<file path="config.mk">
export PLATFORM = sky130hd
export DESIGN_NAME = ps2_keycode_rx
export DESIGN_NICKNAME = d
export VERILOG_FILES = /design/src/rtl/ps2_keycode_rx.sv
export SDC_FILE = /design/constraint.sdc
export NUM_CORES = 1
export LEC_CHECK = 0
export BUFFER_PORTS_ARGS = -buffer_cell sky130_fd_sc_hd__buf_4
export CORE_MARGIN = 10
export CORE_UTILIZATION = 35
export DETAILED_ROUTE_END_ITERATION = 8
export GPL_TIMING_DRIVEN = 0
export PLACE_DENSITY = 0.55
export SLEW_MARGIN = 30
export SYNTH_ARGS = -nofsm -noshare
export SYNTH_HDL_FRONTEND = slang
export SYNTH_SLANG_ARGS = --single-unit
</file>
<file path="constraint.sdc">
create_clock -name Clk -period 2.24 [get_ports Clk]
set_input_delay 0.448 -clock Clk [delete_from_list [all_inputs] [get_ports Clk]]
set_output_delay 0.448 -clock Clk [all_outputs]
set_load 0.05 [all_outputs]
</file>
<file path="src/rtl/ps2_keycode_rx.sv">
// PS/2 keyboard receiver that tracks the held WASD direction key as a HID code.
// Define PS2_ARROW_KEYS_EN to also decode the extended (E0-prefixed) arrow keys.
module ps2_keycode_rx #(
  parameter int FILTER_LEN     = 8,
  parameter int TIMEOUT_CYCLES = 5000
) (
  input  logic       Clk,
  input  logic       Reset,
  input  logic       PS2_Clk,
  input  logic       PS2_Data,
  output logic [7:0] keycode,
  output logic       Key_Valid,
  output logic       Frame_Err
);
  localparam int TW = $clog2(TIMEOUT_CYCLES + 1);

  typedef enum logic [1:0] {IDLE, DATA, PARITY, STOP} state_t;

  state_t                state, state_n;
  logic                  clk_s1, clk_s2, dat_s1, dat_s2, clk_filt;
  logic [FILTER_LEN-1:0] clk_hist;
  logic [2:0]            bit_cnt, bit_cnt_n;
  logic [7:0]            shift, shift_n;
  logic                  par, par_n;
  logic [TW-1:0]         tmo_cnt;
  logic                  fall, tmo_hit, byte_ok, frame_err_n;
  logic                  brk, brk_n, ext, ext_n;
  logic [7:0]            key_n, hid;

  // Synchronizers and clock stability filter; everything idles high.
  always_ff @(posedge Clk) begin
    if (!Reset) begin
      clk_s1   <= 1'b1;
      clk_s2   <= 1'b1;
      dat_s1   <= 1'b1;
      dat_s2   <= 1'b1;
      clk_hist <= '1;
      clk_filt <= 1'b1;
    end else begin
      clk_s1   <= PS2_Clk;
      clk_s2   <= clk_s1;
      dat_s1   <= PS2_Data;
      dat_s2   <= dat_s1;
      clk_hist <= {clk_hist[FILTER_LEN-2:0], clk_s2};
      if (&clk_hist)
        clk_filt <= 1'b1;
      else if (~|clk_hist)
        clk_filt <= 1'b0;
    end
  end

  assign fall    = clk_filt && ~|clk_hist;
  assign tmo_hit = (state != IDLE) && !fall && (tmo_cnt == TW'(TIMEOUT_CYCLES - 1));

  always_comb begin
    state_n     = state;
    bit_cnt_n   = bit_cnt;
    shift_n     = shift;
    par_n       = par;
    byte_ok     = 1'b0;
    frame_err_n = 1'b0;
    if (tmo_hit) begin
      state_n     = IDLE;
      frame_err_n = 1'b1;
    end else if (fall) begin
      case (state)
        IDLE: begin
          if (!dat_s2) begin
            state_n   = DATA;
            bit_cnt_n = 3'd0;
          end
        end
        DATA: begin
          shift_n   = {dat_s2, shift[7:1]};
          bit_cnt_n = bit_cnt + 3'd1;
          if (bit_cnt == 3'd7)
            state_n = PARITY;
        end
        PARITY: begin
          par_n   = dat_s2;
          state_n = STOP;
        end
        STOP: begin
          state_n = IDLE;
          if (dat_s2 && ^{shift, par})
            byte_ok = 1'b1;
          else
            frame_err_n = 1'b1;
        end
        default: state_n = IDLE;
      endcase
    end
  end

  // Prefix flags and key translation for each accepted byte.
  always_comb begin
    brk_n = brk;
    ext_n = ext;
    key_n = keycode;
    hid   = 8'h00;
    if (byte_ok) begin
      if (shift == 8'hF0) begin
        brk_n = 1'b1;
      end else if (shift == 8'hE0) begin
        ext_n = 1'b1;
      end else begin
        if (!ext) begin
          case (shift)
            8'h1C:   hid = 8'h04;
            8'h23:   hid = 8'h07;
            8'h1B:   hid = 8'h16;
            8'h1D:   hid = 8'h1A;
            default: hid = 8'h00;
          endcase
        end
`ifdef PS2_ARROW_KEYS_EN
        else begin
          case (shift)
            8'h6B:   hid = 8'h04;
            8'h74:   hid = 8'h07;
            8'h72:   hid = 8'h16;
            8'h75:   hid = 8'h1A;
            default: hid = 8'h00;
          endcase
        end
`endif
        if (hid != 8'h00) begin
          if (!brk)
            key_n = hid;
          else if (keycode == hid)
            key_n = 8'h00;
        end
        brk_n = 1'b0;
        ext_n = 1'b0;
      end
    end
    if (tmo_hit) begin
      brk_n = 1'b0;
      ext_n = 1'b0;
    end
  end

  always_ff @(posedge Clk) begin
    if (!Reset) begin
      state     <= IDLE;
      bit_cnt   <= 3'd0;
      shift     <= 8'h00;
      par       <= 1'b0;
      tmo_cnt   <= '0;
      brk       <= 1'b0;
      ext       <= 1'b0;
      keycode   <= 8'h00;
      Key_Valid <= 1'b0;
      Frame_Err <= 1'b0;
    end else begin
      state     <= state_n;
      bit_cnt   <= bit_cnt_n;
      shift     <= shift_n;
      par       <= par_n;
      brk       <= brk_n;
      ext       <= ext_n;
      keycode   <= key_n;
      Key_Valid <= (key_n != keycode);
      Frame_Err <= frame_err_n;
      if (state == IDLE || fall)
        tmo_cnt <= '0;
      else
        tmo_cnt <= tmo_cnt + TW'(1);
    end
  end
endmodule

</file>
==> impl_metrics.py, run 1 <==
metrics = {
    "clocking": {
        "htree_levels": 2,
        "cts-root-buf": "clkbuf_8",
        "clock_path_buffers": 2,
        "cts_tree": "done",
        "cts_sinks": 52,
        "cts_buffers": 5,
        "clk_pin_slew_ps": 100,
        "cts_hold_buffers": 0,
        "clock_latency_ps": 310,
    },
    "cells_and_area": {
        "fin_nets": 307,
        "layout_commonest_cell": "dfxtp_1",
        "layout_common_cells": "49 x dfxtp_1, 27 x nand2_1, 25 x nor2_1, 20 x nand3_1, 18 x buf_4",
        "area_growth_syn_to_layout_pct": 17.00,
        "drive_gt1_share_pct": 15.49,
        "post-route-util_pct": 41.66,
        "antenna_cells_inserted": 0,
    },
    "worst_hold_path": {
        "min_from": "PS2_Data",
        "min_path_type": "in -> reg",
    },
    "grt": {
        "grt_overflow": 0,
        "grt_usage_pct": 9.365,
        "grtUsageMet2_pct": 14.18,
        "grt_pass1_wl_um": 8004,
        "gr-usage-met1_pct": 12.10,
        "grt_pass1_vias": 1744,
        "grt_most_used_layer": "met2",
        "grt_max_degree": 17,
        "antenna_found_initial": 0,
        "use_met3_pct": 3.351,
    },
    "synth": {
        "syn_area_um2": 2392,
        "synthAdderAreaFrac_pct": 3.661,
        "seq_area_frac_synth_pct": 43.51,
        "yosys_warnings": 0,
        "synth_edf_count": 0,
        "synth_top_family_by_area": "simple AND/OR/NAND/NOR gates",
        "syn_nets": 282,
        "netlist-cell-type-count": 42,
        "ys_seq_elements": 52,
        "avgSynthCellArea_um2": 8.828,
        "synth-simple-area-share_pct": 27.35,
        "synth.area.mux_share_pct": 1.308,
        "ys_async_sr_fraction_pct": 0,
        "synth-main-ff-cell": "dfxtp_1",
        "synth-compound-area-share_pct": 13.70,
        "synthXorXnorAreaFrac_pct": 7.165,
        "synth_cells": 271,
    },
    "sta": {
        "setup_violations": 0,
        "rsz0062_at_grt": "true",
        "fmax_mhz": 447.3,
        "worst_slack_ps": 4.546,
        "final_hold_viol_count": 0,
        "period_share_pct": 99.80,
        "skew_ps": 12.54,
        "worst_pin_slew_ps": 485.8,
        "maxSlewHeadroom_pct": 67.61,
        "finalCriticalPeriod_ps": 2235,
        "slew_violations": 0,
    },
    "worst_setup_path": {
        "worstPathMaxFanout": 7,
        "critPathMaxStageDelay_ps": 440,
        "critPathLaunchType": "register",
        "worst_setup_path_end_kind": "register",
        "worst_ep_arrival_time_ps": 2450,
        "critPathBufInv": 2,
        "cpMaxStageDelayCell": "xnor3_1",
        "crit_chain": "buf_6 > xor2_4 > xnor3_1 > xnor2_2 > nor3_4 > buf_6 > nand4b_1 > a22o_1 > o311a_1",
        "crit_start": "shift[1]",
        "crit_required_ps": 2450,
        "cp_common_cell": "buf_6",
        "worstSetupPathType": "reg -> reg",
        "r2r-start": "shift[1]",
        "cp_top_family": "XOR/XNOR gates",
    },
    "drt": {
        "wl_um": 4829,
        "antenna_left": 0,
        "dr.pass1.iters": 4,
        "drcViolationCount": 0,
        "drt_iter0_markers": 55,
        "vias_per_cell": 4.973,
        "vias": 1875,
        "wl_per_cell_um": 12.81,
    },
    "job": {
        "cap_violations": 0,
    },
    "die": {
        "die_y_um": 102.7,
        "dieArea_um2": 10540,
        "ios": 14,
        "die_w_um": 102.7,
        "initial_core_util_pct": 35.61,
        "rows": 30,
        "design.core.area_um2": 6719,
    },
    "power": {
        "powerDensity_nw_per_um2": 535.0,
        "p_leak_nw": 1.014,
        "ir_worst_vdd_mv": 0.2540,
    },
    "placement": {
        "finalWeightedCongestion": 0.8597,
        "place_ws_ps": -194.7,
        "post-dp-hpwl_um": 3443,
        "portBuffers": 12,
    },
    "run_status": {
        "status": "finished, final reports clean",
    },
}
## synthesized netlist by cell type, types with 2 or more instances
| master | number | area share [%] |
|---|---|---|
| clkbuf_1 | 10 | 1.6 |
| xor2_1 | 9 | 3.3 |
| nor2_1 | 25 | 3.9 |
| mux2i_1 | 2 | 0.84 |
| a21oi_1 | 8 | 1.7 |
| or4_1 | 2 | 0.63 |
| nand2b_1 | 14 | 3.7 |
| nor3_1 | 2 | 0.42 |
| nand2_1 | 27 | 4.2 |
| a22o_1 | 3 | 1.1 |
| o22ai_1 | 4 | 1.0 |
| nor3b_1 | 2 | 0.63 |
| xnor2_1 | 8 | 2.9 |
| nand3_1 | 21 | 4.4 |
| nor3_4 | 2 | 1.4 |
| inv_1 | 11 | 1.7 |
| a21boi_0 | 13 | 4.1 |
| and2_1 | 2 | 0.52 |
| and3b_1 | 2 | 0.73 |
| nand4b_1 | 2 | 0.73 |
| ha_1 | 7 | 3.7 |
| a22oi_1 | 3 | 0.94 |
| dfxtp_1 | 52 | 44 |
| nand4_1 | 5 | 1.3 |
| and3_1 | 4 | 1.0 |
| nor2b_1 | 7 | 1.8 |
| o211ai_1 | 4 | 1.3 |
| o21ai_0 | 6 | 1.3 |
## layer usage
layer	wire length (um)	up-vias
met3	190	4
li1	-	981
met1	2479	865
met4	36	0
met2	2123	25
met5	0	-
## path summary, 6_finish.rpt
check / end / slack (ps) / depth (start not counted)
worst max-delay path: Key_Valid / 5 / 9
worst min-delay path: dat_s1 / 310 / 2
worst max register to register: Key_Valid / 5 / 9
worst min register to register: dat_s2 / 420 / 1
## state kept, by name (all words and copies together) (netlist names)
register   flops
par            1
Key_Valid      1
keycode        8
dat_s1         1
brk            1
Frame_Err      1
clk_s1         1
shift          8
clk_s2         1
clk_filt       1
bit_cnt        3
state          2
ext            1
clk_hist       8
dat_s2         1
tmo_cnt       13
## through the flow
stage                     setup TNS (ps)  instances  instance area (um^2)  hold slack, ps  power [mW]
after floorplan                        0        271                  2405           386.3      0.9681
after global placement             -1130        363                  2595           388.5      0.9775
after detailed placement           -1203        363                  2595           396.6      0.9775
after CTS                         -30.47        374                  2715           302.8       1.520
after global routing              -92.04        377                  2799           305.5       1.560
final                                  0        377                  2799           311.1       1.497
## layout make-up
class / count / area, um^2
well taps: 80 / 100.1
clock inverters: 2 / 13.76
multi-input cells: 198 / 1331
inverters: 11 / 41.29
clock buffers: 6 / 72.57
fillers: 685 / 3920
repair buffers: 19 / 146.4
plain buffers: 9 / 46.29
flip-flops and latches: 52 / 1047
## cell families (layout without fill, tap and decap cells)
logic type	count (synthesis)	count (layout)
AO/OA/AOI/OAI	48	48
XOR/XNOR	18	18
adder cells (fa/ha/maj)	7	7
buffers and inverters	21	47
flip-flops	52	52
multiplexers	3	3
AND/OR/NAND/NOR	122	122
## timing repair
item                                    in CTS  in global routing
endpoints found under the setup margin      10                 12
resized for setup                            4                 19
buffers inserted                             3                  4
endpoints found under the hold margin        0                  0
cloned                                       0                  0
pin swaps                                    3                  7
## power by group
group / total (mW) / internal [mW] / switching [mW]
Combinational: 0.0254 / 0.0103 / 0.0151
Sequential: 0.929 / 0.927 / 0.00185
Clock: 0.543 / 0.223 / 0.320
Total: 1.50 / 1.16 / 0.337
No activity file was read; power rests on OpenSTA's default activity.
==> inputs of run 2 (changes only) <==
--- a/config.mk
+++ b/config.mk
@@ -10,7 +10,7 @@
 export CORE_UTILIZATION = 35
 export DETAILED_ROUTE_END_ITERATION = 8
 export GPL_TIMING_DRIVEN = 0
-export PLACE_DENSITY = 0.55
+export PLACE_DENSITY = 0.53
 export SLEW_MARGIN = 30
 export SYNTH_ARGS = -nofsm -noshare
 export SYNTH_HDL_FRONTEND = slang
==> constraint.sdc (replaced) <==
create_clock -name Clk -period 2.75 [get_ports Clk]
set_input_delay 0.55 -clock Clk [delete_from_list [all_inputs] [get_ports Clk]]
set_output_delay 0.55 -clock Clk [all_outputs]
set_load 0.05 [all_outputs]
==> run 2 against run 1 <==
Against the previous run:
- sequential power down 18%
- fmax decreased by 11%
- clock skew shrank 0.95 ps
- clock power decreased by 14%
- critical path depth decreased by 2
- largest cell class unchanged
- largest power group unchanged
==> impl_metrics.py, run 2 (synthesized netlist as in run 1, its figures left out) <==
metrics = {
    "die": {
        "ios": 14,
        "design.core.area_um2": 6719,
        "rows": 30,
        "die_y_um": 102.7,
        "dieArea_um2": 10540,
        "initial_core_util_pct": 35.61,
        "die_w_um": 102.7,
    },
    "sta": {
        "finalSetupTns_ps": 0,
        "hold-worst-slack_ps": 413.2,
        "worst_slack_ps": 241.5,
        "maxSlewHeadroom_pct": 57.01,
        "rsz0062_at_grt": "false",
        "final_hold_viol_count": 0,
        "worst_pin_slew_ps": 643.1,
        "setup_violations": 0,
        "skew_ps": 11.59,
        "fmax_mhz": 398.6,
        "period_share_pct": 91.22,
        "finalCriticalPeriod_ps": 2509,
        "slew_violations": 0,
    },
    "job": {
        "cap_violations": 0,
    },
    "worst_setup_path": {
        "cpMaxStageDelayCell": "dfxtp_1",
        "critPathBufInv": 0,
        "worst_ep_arrival_time_ps": 2720,
        "crit_required_ps": 2960,
        "crit_chain": "xor2_2 > xnor3_1 > xnor2_1 > nor3_4 > nand3_1 > a22o_1 > o311a_1",
        "worst_setup_path_end_kind": "register",
        "worstPathMaxFanout": 8,
        "critPathMaxStageDelay_ps": 500,
        "worstSetupPathType": "reg -> reg",
        "critPathLaunchType": "register",
        "cp_top_family": "XOR/XNOR gates",
    },
    "worst_hold_path": {
        "min_path_type": "in -> reg",
    },
    "power": {
        "clkPwrFrac_pct": 37.4,
        "p_total_mw": 1.243,
        "combPwrFrac_pct": 1.7,
        "p_int_mw": 0.9706,
        "pwr-share-seq_pct": 60.9,
        "swShare_pct": 21.93,
        "p_leak_nw": 0.9594,
        "ir_worst_vdd_mv": 0.1970,
        "powerDensity_nw_per_um2": 461.5,
        "power.net_switching_mw": 0.2727,
    },
    "grt": {
        "grt_most_used_layer": "met2",
        "grtUsageMet2_pct": 14.82,
        "grt_pass1_vias": 1735,
        "grt_pass1_wl_um": 8542,
        "gr-usage-met1_pct": 13.63,
        "grt_overflow": 0,
        "use_met3_pct": 2.882,
        "grt_usage_pct": 10.09,
        "antenna_found_initial": 0,
        "grt_max_degree": 17,
    },
    "placement": {
        "finalWeightedCongestion": 0.8050,
        "post-dp-hpwl_um": 3545,
        "dp.cells": 363,
        "portBuffers": 12,
        "place_ws_ps": -16.03,
        "placed_cell_area_um2": 2582,
    },
    "drt": {
        "dr.pass1.iters": 6,
        "wl_um": 4962,
        "vias_per_cell": 4.989,
        "wl_per_cell_um": 13.37,
        "vias": 1851,
        "drt_iter0_markers": 74,
        "antenna_left": 0,
        "drcViolationCount": 0,
    },
    "clocking": {
        "clock_latency_ps": 310,
        "cts-root-buf": "clkbuf_8",
        "htree_levels": 2,
        "cts_tree": "done",
        "clock_path_buffers": 2,
        "cts_buffers": 5,
        "clk_pin_slew_ps": 100,
        "cts_sinks": 52,
    },
    "cells_and_area": {
        "finalInstanceArea_um2": 2694,
        "fillers": 674,
        "fin_nets": 301,
        "instances_no_fill": 371,
        "area_growth_syn_to_layout_pct": 12.60,
        "layout_commonest_cell": "dfxtp_1",
        "regMostFlops": "tmo_cnt",
        "largest_register_ffs": 13,
        "post-route-util_pct": 40.09,
        "antenna_cells_inserted": 0,
        "seq_area_um2": 1041,
        "drive_gt1_share_pct": 9.966,
        "layout_common_cells": "52 x dfxtp_1, 27 x nand2_1, 25 x nor2_1, 21 x nand3_1, 14 x nand2b_1",
        "multi_input_area_um2": 1284,
    },
    "run_status": {
        "status": "finished, final reports clean",
    },
}
==> run 2: cell count changes in the layout (fill, tap and decap cells not counted), sizes merged <==
cell,change
buf,-7
clkbuf,+1
==> run 2: power by group through the flow <==
stage	clock [mW]	combinational [mW]	sequential, mW
floorplan	0	0.0139	0.775
global placement	0	0.0219	0.775
detailed placement	0	0.0219	0.775
CTS	0.484	0.0219	0.758
global route	0.508	0.0242	0.758
finish	0.465	0.0211	0.758
==> run 2: final cells by class <==
class	instances	area share [%]
Multi-Input combinational cell	198	47.65
Sequential cell	52	38.64
Tap cell	80	3.716
Timing Repair Buffer	13	3.623
Clock buffer	6	3.065
Inverter	11	1.533
Buffer	9	1.254
Clock inverter	2	0.5109
==> run 2: repair_timing <==
action,in CTS,in global routing
endpoints found under the setup margin,1,8
resized for setup,0,2
hold buffers,0,0
buffers inserted,1,0
pin swaps,1,0
==> run 2: worst paths after layout <==
check	startpoint	to	slack [ps]	cells after the start
max reg2reg	shift[2]	Key_Valid	240	7
max	shift[2]	Key_Valid	240	7
min reg2reg	clk_s2	clk_hist[0]	410	1
min	PS2_Data	dat_s1	410	2
==> run 2: routing by layer <==
layer | vias up | wire length (um)
met1 | 839 | 2491
met3 | 9 | 265
met4 | 0 | 92
li1 | 974 | -
met5 | - | 0
met2 | 29 | 2112
